==> src/rtl/dmem_arbiter_if.sv <==
// Bus bundle between the data-memory arbiter, its two requesters and DataMemory.
// The arbiter uses the slave view; the pipeline/loader/memory side uses master.
interface dmem_arbiter_if;
  // Port A (pipeline MEM stage, priority)
  logic        a_req;
  logic        a_we;
  logic [1:0]  a_size;
  logic [31:0] a_addr;
  logic [31:0] a_wdata;
  logic        a_ack;
  logic        a_err;
  logic [31:0] a_rdata;
  logic        a_stall;
  // Port B (loader/debug)
  logic        b_req;
  logic        b_we;
  logic [1:0]  b_size;
  logic [31:0] b_addr;
  logic [31:0] b_wdata;
  logic        b_ack;
  logic        b_err;
  logic [31:0] b_rdata;
  // DataMemory side
  logic [31:0] mem_address;
  logic [31:0] mem_data_in;
  logic [1:0]  mem_write;
  logic [1:0]  mem_data;
  logic [31:0] mem_data_out;

  modport slave (
    input  a_req, a_we, a_size, a_addr, a_wdata,
    input  b_req, b_we, b_size, b_addr, b_wdata,
    input  mem_data_out,
    output a_ack, a_err, a_rdata, a_stall,
    output b_ack, b_err, b_rdata,
    output mem_address, mem_data_in, mem_write, mem_data
  );

  modport master (
    output a_req, a_we, a_size, a_addr, a_wdata,
    output b_req, b_we, b_size, b_addr, b_wdata,
    output mem_data_out,
    input  a_ack, a_err, a_rdata, a_stall,
    input  b_ack, b_err, b_rdata,
    input  mem_address, mem_data_in, mem_write, mem_data
  );
endinterface

==> src/rtl/dmem_arbiter.sv <==
// Two-port arbiter and access sequencer in front of DataMemory.
// Port A has priority; port B is guaranteed a grant after at most STARVE_LIMIT
// consecutive A grants. Each access runs IDLE -> ISSUE -> RESP; illegal or
// misaligned requests skip ISSUE and answer with err set, never touching memory.
module dmem_arbiter #(
  parameter int STARVE_LIMIT = 4
) (
  input  logic          clk,
  input  logic          reset,
  dmem_arbiter_if.slave bus
);

  localparam logic [1:0] S_IDLE  = 2'd0;
  localparam logic [1:0] S_ISSUE = 2'd1;
  localparam logic [1:0] S_RESP  = 2'd2;
  localparam logic [3:0] LIMIT   = 4'(STARVE_LIMIT);

  // Size 11 is reserved; halves need even addresses, words 4-byte alignment.
  function automatic logic illegal_req(input logic [1:0] size, input logic [1:0] lsb);
    return (size == 2'b11) | ((size == 2'b01) & lsb[0]) | ((size == 2'b10) & (lsb != 2'b00));
  endfunction

  // DataMemory write code: byte 01, half 10, word 11.
  function automatic logic [1:0] write_code(input logic [1:0] size);
    return {(size == 2'b10) | (size == 2'b01), size != 2'b01};
  endfunction

  logic [1:0]  r_state;
  logic        r_owner_b;
  logic        r_err;
  logic [31:0] r_rdata;
  logic [3:0]  r_streak;
  logic        r_we;
  logic [1:0]  r_size;
  logic [31:0] r_addr;
  logic [31:0] r_wdata;

  logic        w_any;
  logic        w_pick_b;
  logic        w_sel_we;
  logic [1:0]  w_sel_size;
  logic [31:0] w_sel_addr;
  logic [31:0] w_sel_wdata;
  logic        w_illegal;
  logic [3:0]  w_streak_nxt;
  logic        w_issue;
  logic        w_resp;
  logic        w_ack_a;
  logic        w_ack_b;

  assign w_any       = bus.a_req | bus.b_req;
  assign w_pick_b    = bus.b_req & (~bus.a_req | (r_streak == LIMIT));
  assign w_sel_we    = w_pick_b ? bus.b_we    : bus.a_we;
  assign w_sel_size  = w_pick_b ? bus.b_size  : bus.a_size;
  assign w_sel_addr  = w_pick_b ? bus.b_addr  : bus.a_addr;
  assign w_sel_wdata = w_pick_b ? bus.b_wdata : bus.a_wdata;
  assign w_illegal   = illegal_req(w_sel_size, w_sel_addr[1:0]);

  // Streak of A grants made while B was waiting; saturates at the limit.
  always_comb begin
    w_streak_nxt = 4'd0;
    if (!w_pick_b && bus.b_req) begin
      w_streak_nxt = (r_streak == LIMIT) ? LIMIT : 4'(r_streak + 4'd1);
    end
  end

  // Sequencer state, owner, status and read-data capture.
  always_ff @(posedge clk) begin
    if (reset) begin
      r_state   <= S_IDLE;
      r_owner_b <= 1'b0;
      r_err     <= 1'b0;
      r_rdata   <= '0;
      r_streak  <= '0;
    end else begin
      case (r_state)
        S_IDLE: begin
          if (w_any) begin
            r_owner_b <= w_pick_b;
            r_err     <= w_illegal;
            r_rdata   <= '0;
            r_streak  <= w_streak_nxt;
            r_state   <= w_illegal ? S_RESP : S_ISSUE;
          end
        end
        S_ISSUE: begin
          if (!r_we) r_rdata <= bus.mem_data_out;
          r_state <= S_RESP;
        end
        default: r_state <= S_IDLE;
      endcase
    end
  end

  // Winner's request fields, held for the ISSUE cycle.
  always_ff @(posedge clk) begin
    if (r_state == S_IDLE && w_any) begin
      r_we    <= w_sel_we;
      r_size  <= w_sel_size;
      r_addr  <= w_sel_addr;
      r_wdata <= w_sel_wdata;
    end
  end

  assign w_issue = (r_state == S_ISSUE);
  assign w_resp  = (r_state == S_RESP);
  assign w_ack_a = w_resp & ~r_owner_b;
  assign w_ack_b = w_resp & r_owner_b;

  assign bus.a_ack   = w_ack_a;
  assign bus.a_err   = w_ack_a & r_err;
  assign bus.a_rdata = w_ack_a ? r_rdata : 32'd0;
  assign bus.a_stall = bus.a_req & ~w_ack_a;
  assign bus.b_ack   = w_ack_b;
  assign bus.b_err   = w_ack_b & r_err;
  assign bus.b_rdata = w_ack_b ? r_rdata : 32'd0;

  // Memory is driven only in ISSUE; reset blocks a store in flight.
  assign bus.mem_address = w_issue ? r_addr  : 32'd0;
  assign bus.mem_data_in = w_issue ? r_wdata : 32'd0;
  assign bus.mem_data    = w_issue ? r_size  : 2'b00;
  assign bus.mem_write   = (w_issue & r_we & ~reset) ? write_code(r_size) : 2'b00;

endmodule
==> src/flat_wrapper.sv <==
// flat-port wrapper written by rule: the top's interface ports become plain ports
module dmem_arbiter_flat 
#(
  parameter int STARVE_LIMIT = 4
)
  (clk, reset, bus_a_req, bus_a_we, bus_a_size, bus_a_addr, bus_a_wdata, bus_b_req, bus_b_we, bus_b_size, bus_b_addr, bus_b_wdata, bus_mem_data_out, bus_a_ack, bus_a_err, bus_a_rdata, bus_a_stall, bus_b_ack, bus_b_err, bus_b_rdata, bus_mem_address, bus_mem_data_in, bus_mem_write, bus_mem_data);
  dmem_arbiter_if bus_i ();
  input  logic clk;
  input  logic reset;
  input wire logic [$bits(bus_i.a_req)-1:0] bus_a_req;
  input wire logic [$bits(bus_i.a_we)-1:0] bus_a_we;
  input wire logic [$bits(bus_i.a_size)-1:0] bus_a_size;
  input wire logic [$bits(bus_i.a_addr)-1:0] bus_a_addr;
  input wire logic [$bits(bus_i.a_wdata)-1:0] bus_a_wdata;
  input wire logic [$bits(bus_i.b_req)-1:0] bus_b_req;
  input wire logic [$bits(bus_i.b_we)-1:0] bus_b_we;
  input wire logic [$bits(bus_i.b_size)-1:0] bus_b_size;
  input wire logic [$bits(bus_i.b_addr)-1:0] bus_b_addr;
  input wire logic [$bits(bus_i.b_wdata)-1:0] bus_b_wdata;
  input wire logic [$bits(bus_i.mem_data_out)-1:0] bus_mem_data_out;
  output wire logic [$bits(bus_i.a_ack)-1:0] bus_a_ack;
  output wire logic [$bits(bus_i.a_err)-1:0] bus_a_err;
  output wire logic [$bits(bus_i.a_rdata)-1:0] bus_a_rdata;
  output wire logic [$bits(bus_i.a_stall)-1:0] bus_a_stall;
  output wire logic [$bits(bus_i.b_ack)-1:0] bus_b_ack;
  output wire logic [$bits(bus_i.b_err)-1:0] bus_b_err;
  output wire logic [$bits(bus_i.b_rdata)-1:0] bus_b_rdata;
  output wire logic [$bits(bus_i.mem_address)-1:0] bus_mem_address;
  output wire logic [$bits(bus_i.mem_data_in)-1:0] bus_mem_data_in;
  output wire logic [$bits(bus_i.mem_write)-1:0] bus_mem_write;
  output wire logic [$bits(bus_i.mem_data)-1:0] bus_mem_data;
  assign bus_i.a_req = bus_a_req;
  assign bus_i.a_we = bus_a_we;
  assign bus_i.a_size = bus_a_size;
  assign bus_i.a_addr = bus_a_addr;
  assign bus_i.a_wdata = bus_a_wdata;
  assign bus_i.b_req = bus_b_req;
  assign bus_i.b_we = bus_b_we;
  assign bus_i.b_size = bus_b_size;
  assign bus_i.b_addr = bus_b_addr;
  assign bus_i.b_wdata = bus_b_wdata;
  assign bus_i.mem_data_out = bus_mem_data_out;
  assign bus_a_ack = bus_i.a_ack;
  assign bus_a_err = bus_i.a_err;
  assign bus_a_rdata = bus_i.a_rdata;
  assign bus_a_stall = bus_i.a_stall;
  assign bus_b_ack = bus_i.b_ack;
  assign bus_b_err = bus_i.b_err;
  assign bus_b_rdata = bus_i.b_rdata;
  assign bus_mem_address = bus_i.mem_address;
  assign bus_mem_data_in = bus_i.mem_data_in;
  assign bus_mem_write = bus_i.mem_write;
  assign bus_mem_data = bus_i.mem_data;
  dmem_arbiter #(.STARVE_LIMIT(STARVE_LIMIT)) u_core (.clk(clk), .reset(reset), .bus(bus_i));
endmodule
==> config.mk <==
export PLATFORM = sky130hd
export DESIGN_NAME = dmem_arbiter_flat
export DESIGN_NICKNAME = d
export VERILOG_FILES = /design/src/rtl/dmem_arbiter_if.sv /design/src/rtl/dmem_arbiter.sv /design/src/flat_wrapper.sv
export SDC_FILE = /design/constraint.sdc
export NUM_CORES = 1
export LEC_CHECK = 0
export ABC_AREA = 0
export BUFFER_PORTS_ARGS = -buffer_cell sky130_fd_sc_hd__buf_2
export CAP_MARGIN = 25
export CORE_AREA = 2 2 120 122
export DETAILED_ROUTE_END_ITERATION = 8
export DIE_AREA = 0 0 122 124
export GPL_TIMING_DRIVEN = 0
export HOLD_SLACK_MARGIN = 0.12
export PLACE_DENSITY = 0.83
export SKIP_CTS_REPAIR_TIMING = 1
export SYNTH_ARGS = -nofsm -noshare
export SYNTH_HDL_FRONTEND = slang
export SYNTH_SLANG_ARGS = --single-unit
==> constraint.sdc <==
create_clock -name clk -period 4.6 [get_ports clk]
set_clock_uncertainty 0.1 [all_clocks]
set_input_delay 0 -clock clk [delete_from_list [all_inputs] [get_ports clk]]
set_output_delay 0 -clock clk [all_outputs]
set_load 0.05 [all_outputs]
Word-level counts from Yosys, hierarchy flattened. Index checks and enable logic that the tools add are counted.

Bits of input ports: 170. Logic and storage cells: 66. Register bits: 107.

Equality and inequality tests: 11. $add $sub $neg: 1. Mux-type cells: 18. Reduce and logical (&&, ||, !) cells: 8. Bitwise gates (word level): 19.

Operators with widths (number): 32-bit two-way mux (8); 32-bit one-hot mux with 2 select lines (1); 1-bit AND (10); 2-bit two-way mux (5); 2-bit equality test (second input constant) (4); 4-bit two-way mux (2); 2-bit by 1-bit equality test with 1-bit output (second input constant) (3); 1-bit OR (5); 4-bit by 1-bit adder with 4-bit output (second input constant) (1); 4-bit by 3-bit equality test with 1-bit output (second input constant) (1); 2-bit by 1-bit inequality test with 1-bit output (second input constant) (2); 1-bit inverter (4); 2-bit one-hot mux with 2 select lines (1); 2-bit nonzero test (2); 3-bit AND reduction (1); 1-bit logical AND (2); 2-bit zero test (1); 2-bit inequality test (second input constant) (1); 2-bit AND reduction (1); 1-bit zero test (1); 1-bit two-way mux (1).

Longest topological paths before layout. Gate-level depths: netlist of run 1.

Depth after elaboration: 11. Gate-level depth with buffers: 8.

Worst setup path before layout of run 1. No wires, ideal clock.

Path type: register to register. From: register u_core.r_state[0]. To: register u_core.r_streak[2]. Setup time: 0.076 ns. Stages on the path, launching flop included: 6. Data arrival time: 2.570 ns. Slack: 1.854 ns. Path through: dfxtp_1 or3_1 buf_2 inv_1 nand4b_1 a31oi_1.

Word-level cells in the longest chain between the ends: 2.

RTL lines: start, declared (RTL line dmem_arbiter.sv:28) `logic [1:0] r_state;`; start signal, assigned (RTL line dmem_arbiter.sv:83) `r_state <= w_illegal ? S_RESP : S_ISSUE;`; 2-bit zero test (RTL line dmem_arbiter.sv:76) `case (r_state)`; 2-bit AND reduction (no line); end signal, assigned (RTL line dmem_arbiter.sv:82) `r_streak <= w_streak_nxt;`; end, declared (RTL line dmem_arbiter.sv:32) `logic [3:0] r_streak;`.

No other way between the ends. A chain may end at the register's enable or synchronous reset.

Worst setup path in the final report of run 1.
From: register u_core.r_streak[0]. To: register u_core.r_addr[10] (data pin).

Word-level cells in the longest chain between the ends: 4.

RTL lines: 4-bit by 3-bit equality test with 1-bit output (RTL line dmem_arbiter.sv:52) `assign w_pick_b = bus.b_req & (~bus.a_req | (r_streak == LIMIT));`; 1-bit OR (RTL line dmem_arbiter.sv:52); 1-bit AND (RTL line dmem_arbiter.sv:52); 32-bit two-way mux (RTL line dmem_arbiter.sv:55) `assign w_sel_addr = w_pick_b ? bus.b_addr : bus.a_addr;`; named net u_core.w_sel_addr[10] (RTL line dmem_arbiter.sv:42) `logic [31:0] w_sel_addr;`; end signal, assigned (RTL line dmem_arbiter.sv:100) `r_addr <= w_sel_addr;`; end, declared (RTL line dmem_arbiter.sv:35) `logic [31:0] r_addr;`.

The timed path passes the listed nets, and every way through them passes these cells.

==> reports/qor.yml, run 1 <==
status: "completed"
syn_area_per_cell_um2: 11.1
setup_ws_ns: 1.48
grt_pass1_wl_mm: 22.1
max_clock_freq_mhz: 321
yosysTopAreaCell: "edfxtp_1"
synthTopCellsByArea: "edfxtp_1, and2_1, dfxtp_1"
drv_cap: 0
synth_top_area_share: 0.368
io_pins: 307
yosys.area_share.simple: 0.263
preCtsSetupSlack_ns: 2.06
cp_max_fo: 10
synth.most_common_cell: "and2_1"
htreeDepth: 3
antenna_found_initial: 1
r2r-start: "u_core.r_streak[0]"
drt_pass1_iterations: 4
async_reset_ff_frac: 0
grt_pass1_vias: 4434
reg2reg_depth: 8
core-area_mm2: 0.0137
num_rows: 43
min_path_cells: 3
routed_via_density: 4.92
num-fill-cells: 987
synth.ff_latch_count: 107
yosys-top-cells-count: "and2_1, edfxtp_1, mux2_2"
synth-edff-count: 67
synth_compound_area_frac: 0.0441
synth_top_family_by_area: "simple AND/OR/NAND/NOR gates"
yosysWarnings: 0
p_leak_nw: 4.26
hold_path.class: "primary input to flop"
synthFlopType: "edfxtp_1"
grt_max_degree: 38
synth_mux_area_frac: 0.140
endpoint_kind: "flop"
setup_viol: 0
synth_adder_area_share: 0.00686
critPathLaunchType: "flop"
synth_cells: 495
drive_above_1_share: 0.403
globalplace.congestion: 0.825
fin_nets: 1156
max_slew_margin: 0.473
synth-xor-area-share: 0
synth_area_mm2: 0.00547
die_y_um: 124
postRouteAntennaNets: 0
wl_per_cell_um: 17.0
clkSinkCount: 107
rrSetupSlack_ns: 1.48
yosysUniqueCellTypes: 31
slew_violations: 0
grt_usage: 0.190
grt_setup_unrepaired: "false"
hold_viol_final: 0
clk_path_buf_depth: 2
clkTransAtPathRegs_ns: 0.07
wl_mm: 19.9
num_vias: 5746
tns_ns: 0
syn_to_final_growth_pct: 68.4
powerDensity_mw_per_mm2: 271
worst_slew_pin_slew_ns: 0.789
tritoncts: "yes"
start_util: 0.399
hold_start: "reset"
path_class: "flop to flop"
ctsRootBufferMaster: "clkbuf_16"
whs_endpoint: "u_core.r_rdata[20]"
die_area_mm2: 0.0151
fin_crit_ns: 3.12
r2r-end: "u_core.r_addr[10]"
die_w_um: 122
peakVddDrop_uv: 161
required_ns: 4.58
seq_area_frac_synth: 0.514
synth_nets: 668
clock_latency_ns: 0.33
portBuffers: 305
drc_errors: 0
worstPathArrival_ns: 3.10
hpwlAfterDp_mm: 11.7
grt.overflow.total: 0
drt_iter0_drc: 248
cts_made_buffers: 9
post-route-period-util: 0.678
==> logic make-up (layout without fill, tap and decap cells) <==
group                    Yosys count  count (layout)
AO/OA/AOI/OAI                     44              44
adder cells (fa/ha/maj)            3               3
buffers and inverters             44             537
flip-flops                       107             107
multiplexers                      68              68
other                              0               1
AND/OR/NAND/NOR                  229             229
==> through the flow <==
stage               cells  hold WS [ns]   util  instance area [um2]  power, mW
floorplan             495         0.119      -                 5470       1.48
global route         1169         0.219  0.672                 9220       2.59
finish               1169         0.158  0.672                 9220       2.50
detailed placement    981         0.205  0.528                 7250       1.66
CTS                   997        -0.153  0.547                 7510       2.36
global placement      980         0.203  0.527                 7230       1.65
==> flip-flops by register name, summed over array words and instances, names as in the netlist <==
signal            flops
u_core.r_state        2
u_core.r_we           1
u_core.r_err          1
u_core.r_streak       4
u_core.r_owner_b      1
u_core.r_size         2
u_core.r_wdata       32
u_core.r_addr        32
u_core.r_rdata       32
==> cell type report <==
class	instances	area, um2	area share
Clock buffer	12	246	0.0267
Buffer	40	161	0.0175
Clock inverter	4	18.8	0.00204
Sequential cell	107	2810	0.305
Tap cell	180	225	0.0244
Multi-Input combinational cell	344	2480	0.270
Timing Repair Buffer	477	3250	0.353
Antenna cell	1	2.50	0.000271
Inverter	4	15.0	0.00163
==> worst max-delay path by stage <==
stage,startpoint,end,slack (ns),depth (start not counted)
after floorplan,u_core.r_state[0],u_core.r_streak[2],1.85,5
after global placement,u_core.r_state[0],u_core.r_streak[2],1.33,5
after detailed placement,u_core.r_streak[0],u_core.r_addr[10],2.06,7
after CTS,u_core.r_state[1],bus_a_rdata[23],1.73,5
after global routing,u_core.r_streak[0],u_core.r_addr[13],1.30,8
final,u_core.r_streak[0],u_core.r_addr[10],1.48,8
==> layout by cell type, fill, tap and decap left out, types with 2 or more instances in the layout <==
master         instances
buf_2                314
dlygate4sd3_1        170
and2_1               132
mux2_2                67
edfxtp_1              67
dfxtp_1               40
nor2_1                39
a21oi_1               38
clkbuf_1              32
nor4bb_1              32
clkbuf_16              9
nand2_1                7
nand3_1                4
nand3b_1               3
inv_1                  3
nor3_1                 3
ha_1                   3
clkinv_2               3
nor3b_1                2
nor2b_1                2
==> critical path: stages (launching register included) <==
cell and delay [ns]:
dfxtp_1 0.34, inv_1 0.08, ha_1 0.14, nand3b_1 0.13
a21boi_2 0.40, buf_2 0.37, buf_2 0.33, mux2_2 0.39
dlygate4sd3_1 0.58
==> report_power, final <==
group / leakage, nW / switching, mW / total [mW] / internal, mW
Combinational: 3.14 / 0.351 / 0.637 / 0.286
Clock: 0.134 / 0.329 / 0.707 / 0.378
Sequential: 0.982 / 0.0289 / 1.16 / 1.13
==> metal layers <==
layer / vias to the layer above / track usage / routed length (um)
met2: 313 / 0.348 / 10500
met5: - / 0 / 0
met4: 0 / 0.0553 / 518
li1: 2712 / - / -
met1: 2672 / 0.222 / 7450
met3: 49 / 0.0430 / 1460
(Power assumes the default switching activity.)
==> run 2: changes to the inputs <==
- CORE_AREA: 2 2 120 122 -> 2 2 121 123
- DIE_AREA: 0 0 122 124 -> 0 0 123 125
- PLACE_DENSITY: 0.83 -> 0.82
- clock period: 4.6 -> 2.9 ns (I/O delays scaled with it)
==> reports/qor.yml, run 2 (synthesis gave the netlist of run 1 again) <==
grt_pass1_vias: 4537  # +2.3%
hpwlAfterDp_mm: 11.8  # +0.55%
core-area_mm2: 0.0142  # +3.5%
cp_max_fo: 10  # unchanged
slew_violations: 0  # unchanged
grt.overflow.total: 0  # unchanged
routed_via_density: 4.75  # -3.4%
grt_pass1_wl_mm: 22.9  # +3.5%
num_rows: 44  # +2.3%
io_pins: 307  # unchanged
drt_pass1_iterations: 4  # unchanged
num_vias: 5558  # -3.3%
start_util: 0.385  # -0.0136
critPathBufInv: 3  # -1
internal-power_mw: 2.89  # +61%
tns_ns: 0  # unchanged
comb_power_share: 0.245  # -0.010
drive_above_1_share: 0.403  # about the same
grt_max_degree: 74  # +95%
globalplace.congestion: 0.859  # +4.1%
hold_path.class: "primary input to flop"
drv_cap: 0  # unchanged
worst_path_max_delay_cell: "dlygate4sd3_1"
regArea_mm2: 0.00281  # unchanged
portBuffers: 305  # unchanged
path_class: "flop to flop"
wl_mm: 19.2  # -3.8%
syn_to_final_growth_pct: 68.6
worstPathArrival_ns: 2.68  # -0.42 ns
clk_path_buf_depth: 2  # unchanged
critPathTopFamily: "buffers and inverters"
max_slew_margin: 0.411  # -0.0619
grt_setup_unrepaired: "false"
die_w_um: 123  # +0.82%
p_leak_nw: 4.25  # -0.23%
p_clk_frac: 0.298  # +0.015
multi_input_area_mm2: 0.00249  # +0.20%
postRouteAntennaNets: 0  # unchanged
switchingPower_mw: 1.12  # +58%
die_area_mm2: 0.0154  # +1.6%
rrSetupSlack_ns: 0.19  # -1.29 ns
required_ns: 2.87  # -1.71 ns
reg_top3: "u_core.r_addr: 32 flops, u_core.r_rdata: 32 flops, u_core.r_wdata: 32 flops"
switching_share: 0.280  # -0.00402
antenna_found_initial: 0  # -1
cts_made_buffers: 9  # unchanged
antenna_cells: 0  # -1
critPathLaunchType: "flop"
worst_slew_pin_slew_ns: 0.883  # +0.0940 ns
fin_crit_ns: 2.71  # -0.408 ns
tritoncts: "yes"
final_cell_mix: "buf_2, dlygate4sd3_1, and2_1"
wl_per_cell_um: 16.4  # -3.9%
peakVddDrop_uv: 309  # +92%
crit_chain: "inv_1 > ha_1 > nand3b_1 > a21boi_2 > buf_2 > mux2_2 > dlygate4sd3_1"
holdWs_ns: 0.181  # +0.0237 ns
final_common_cell: "buf_2"
fin_nets: 1154  # -0.17%
clkTransAtPathRegs_ns: 0.07  # about the same
die_y_um: 125  # +0.81%
htreeDepth: 3  # unchanged
status: "completed"
ctsRootBufferMaster: "clkbuf_16"
clkSinkCount: 107  # unchanged
grt_usage: 0.192  # +0.00136
max_clock_freq_mhz: 369  # +15%
drt_iter0_drc: 307  # +24%
post-route-period-util: 0.934  # +0.257
setup_viol: 0  # unchanged
hold_viol_final: 0  # unchanged
p_seq_frac: 0.457  # -0.005
drc_errors: 0  # unchanged
cpPeakStageDelay_ns: 0.56  # -0.02 ns
clock_latency_ns: 0.33  # about the same
endpoint_kind: "flop"
num-fill-cells: 1067  # +8.1%
powerDensity_mw_per_mm2: 434  # +60%
## run 2: changes by cell type in the layout (fill, tap and decap cells not counted)
cell and change:
inv_2 -1, inv_6 +1, inv_4 +1, diode_2 -1
buf_2 -1, clkbuf_16 +1, clkinvlp_4 +1, clkinv_2 -3
buf_12 -1, nor3b_1 -1, nor3b_2 +1
## run 2: stage by stage
step	setup slack, ns	instance area [um2]	cells	utilization	power (mW)
floorplan	0.154	5470	495	-	2.35
detailed placement	0.399	7230	984	0.509	2.62
global placement	-0.481	7230	984	0.509	2.61
finish	0.190	9230	1170	0.650	4.01
global route	0.0542	9230	1170	0.650	4.18
CTS	0.194	7520	1000	0.530	3.81
## run 2: final timing paths
check | from | to | cells after the start
worst min-delay path | bus_a_size[1] | u_core.r_state[0] | 5
worst max register to register | u_core.r_streak[0] | u_core.r_addr[19] | 7
worst max-delay path | u_core.r_streak[0] | u_core.r_addr[19] | 7
worst min register to register | u_core.r_streak[0] | u_core.r_streak[0] | 2
## run 2: layout make-up
type	count	share of cell area
plain buffers	40	0.0175
clock buffers	13	0.0294
clock inverters	3	0.00217
inverters	4	0.00190
multi-input cells	344	0.270
flip-flops and latches	107	0.305
well taps	184	0.0249
repair buffers	475	0.350
## run 2: tightest hold or removal path, stage by stage
cell,delay (ns)
buf_2,0.10
a21oi_1,0.04
nor2_1,0.10
mux2i_1,0.16
nor3b_1,0.18
## run 2: per-layer routing
layer | track usage | vias to the layer above | share of wire
met5 | 0 | - | 0
met4 | 0.0374 | 0 | 0.025
met3 | 0.0579 | 39 | 0.072
met2 | 0.354 | 246 | 0.53
met1 | 0.215 | 2571 | 0.37
li1 | - | 2702 | -
## run 2: power groups by stage
stage | clock network (mW) | registers [mW] | logic [mW]
floorplan | 0 | 1.85 | 0.498
global placement | 0 | 1.86 | 0.749
detailed placement | 0 | 1.86 | 0.759
CTS | 1.22 | 1.83 | 0.761
global route | 1.28 | 1.84 | 1.06
finish | 1.20 | 1.83 | 0.982
==> run 3: changes to the inputs <==
- CORE_AREA: 2 2 121 123 -> not set
- CORE_MARGIN: not set -> 1.5
- CORE_UTILIZATION: not set -> 40
- DIE_AREA: 0 0 123 125 -> not set
- PLACE_DENSITY: 0.82 -> 0.86
- clock period: 2.9 -> 2.2 ns (I/O delays scaled with it)
==> reports/qor.yml, run 3 (synthesis gave the netlist of run 1 again) <==
required_ns: 2.10  # -0.77 ns
fin_crit_ns: 2.12
hold_viol_final: 0  # unchanged
grt.overflow.total: 0  # unchanged
drc_errors: 0  # unchanged
tns_ns: 0  # unchanged
num_vias: 5838  # +5.0%
routed_via_density: 4.99  # +4.9%
clock_latency_ns: 0.35  # +0.02 ns
worstPathArrival_ns: 2.02  # -0.66 ns
critPathLaunchType: "flop"
htreeDepth: 3  # unchanged
post-route-period-util: 0.963
cts_made_buffers: 9  # unchanged
globalplace.congestion: 0.789  # -8.2%
critPathBufInv: 3  # unchanged
reg_top3: "u_core.r_addr: 32 flops, u_core.r_rdata: 32 flops, u_core.r_wdata: 32 flops"
num-fill-cells: 924  # -13%
fin_nets: 1161  # +0.61%
critPathTopFamily: "buffers and inverters"
path_class: "flop to output pin"
worst_path_max_delay_cell: "dfxtp_1"
grt_usage: 0.205  # +0.0139
start_util: 0.412  # +0.0263
multi_input_area_mm2: 0.00251  # +0.65%
io_pins: 307  # unchanged
report.power.total_mw: 5.35  # +33%
hold_path.class: "primary input to flop"
drive_above_1_share: 0.418  # +0.0153
cpPeakStageDelay_ns: 0.36  # -0.20 ns
clk_path_buf_depth: 2  # unchanged
postRouteAntennaNets: 0  # unchanged
drt_iter0_drc: 358  # +17%
wl_per_cell_um: 18.0  # +9.8%
clkTransAtPathRegs_ns: 0.07  # about the same
status: "completed"
grt_max_degree: 40  # -46%
slew_violations: 0  # unchanged
core-area_mm2: 0.0133  # -6.4%
crit_top_cell: "clkbuf_2"
drv_cap: 0  # unchanged
grt_pass1_wl_mm: 22.8  # -0.51%
drt_pass1_iterations: 4  # unchanged
tritoncts: "yes"
die_w_um: 120  # -2.5%
max_slew_margin: 0.486  # +0.0750
regArea_mm2: 0.00281  # unchanged
antenna_found_initial: 2  # +2
syn_to_final_growth_pct: 70.6
wl_mm: 21.0  # +9.9%
grt_pass1_vias: 4585  # +1.1%
die_y_um: 120  # -4.0%
cp_max_fo: 10  # unchanged
portBuffers: 305  # unchanged
final_cell_mix: "buf_2, dlygate4sd3_1, and2_1"
worst_slew_pin_slew_ns: 0.766  # -0.117 ns
endpoint_kind: "output pin"
final_common_cell: "buf_2"
hpwlAfterDp_mm: 11.8  # +0.17%
peakVddDrop_uv: 325  # +5.0%
die_area_mm2: 0.0144  # -6.4%
clkSinkCount: 107  # unchanged
p_leak_nw: 4.33  # +1.8%
setup_viol: 0  # unchanged
num_rows: 42  # -4.5%
powerDensity_mw_per_mm2: 573  # +32%
crit_chain: "clkbuf_2 > nor3b_4 > clkbuf_2 > and2_1 > buf_2"
ctsRootBufferMaster: "clkbuf_16"
max_clock_freq_mhz: 472
-- run 3: changes by cell type in the layout (fill, tap and decap cells not counted), moves of 2 or more --
cell	change
dlygate4sd3_1	+2
buf_4	+4
clkbuf_1	-13
buf_2	-2
clkbuf_2	+10
diode_2	+2
clkinvlp_2	+2
-- run 3: per-stage QoR --
stage / hold WS, ns / util / cells / area [um2] / worst slack (ns)
2_1_floorplan: 0.119 / - / 495 / 5480 / 0.000933
3_3_place_gp: 0.202 / 0.543 / 976 / 7220 / -0.485
3_5_place_dp: 0.205 / 0.545 / 977 / 7240 / -0.337
4_1_cts: -0.164 / 0.567 / 993 / 7540 / -0.583
5_1_grt: 0.279 / 0.702 / 1171 / 9340 / -0.0224
6_report: 0.201 / 0.702 / 1171 / 9340 / 0.0806
-- run 3: path summary, 6_finish.rpt --
path	start	to	slack (ns)	depth (start not counted)
max	u_core.r_state[1]	bus_a_rdata[29]	0.08	5
min	bus_b_req	u_core.r_rdata[31]	0.20	5
max reg2reg	u_core.r_streak[0]	u_core.r_addr[27]	0.13	7
min reg2reg	u_core.r_rdata[26]	u_core.r_rdata[26]	0.40	2
-- run 3: cell type report --
| cell class | count | area share |
|---|---|---|
| diodes | 2 | 0.000536 |
| clock inverters | 7 | 0.00724 |
| repair inverters | 1 | 0.000536 |
| clock buffers | 9 | 0.0241 |
| well taps | 176 | 0.0236 |
| plain buffers | 40 | 0.0200 |
| multi-input cells | 344 | 0.268 |
| flip-flops and latches | 107 | 0.301 |
| repair buffers | 481 | 0.352 |
| inverters | 4 | 0.00201 |
-- run 3: worst min-delay path, stage by stage --
cell and delay, ns:
buf_2 0.13, nor3_1 0.13, a211o_1 0.20, a21oi_1 0.08
nor2_1 0.07
-- run 3: routing by layer --
metal,vias to the layer above,global-route usage,share of wire
li1,2722,-,-
met4,0,0.0789,0.049
met5,-,0,0
met3,79,0.0442,0.072
met2,333,0.379,0.51
met1,2704,0.230,0.36
-- run 3: where the power goes --
part	leakage [nW]	internal, mW	switching (mW)
Combinational	3.21	0.575	0.739
Sequential	0.982	2.36	0.0656
Clock	0.137	0.879	0.738
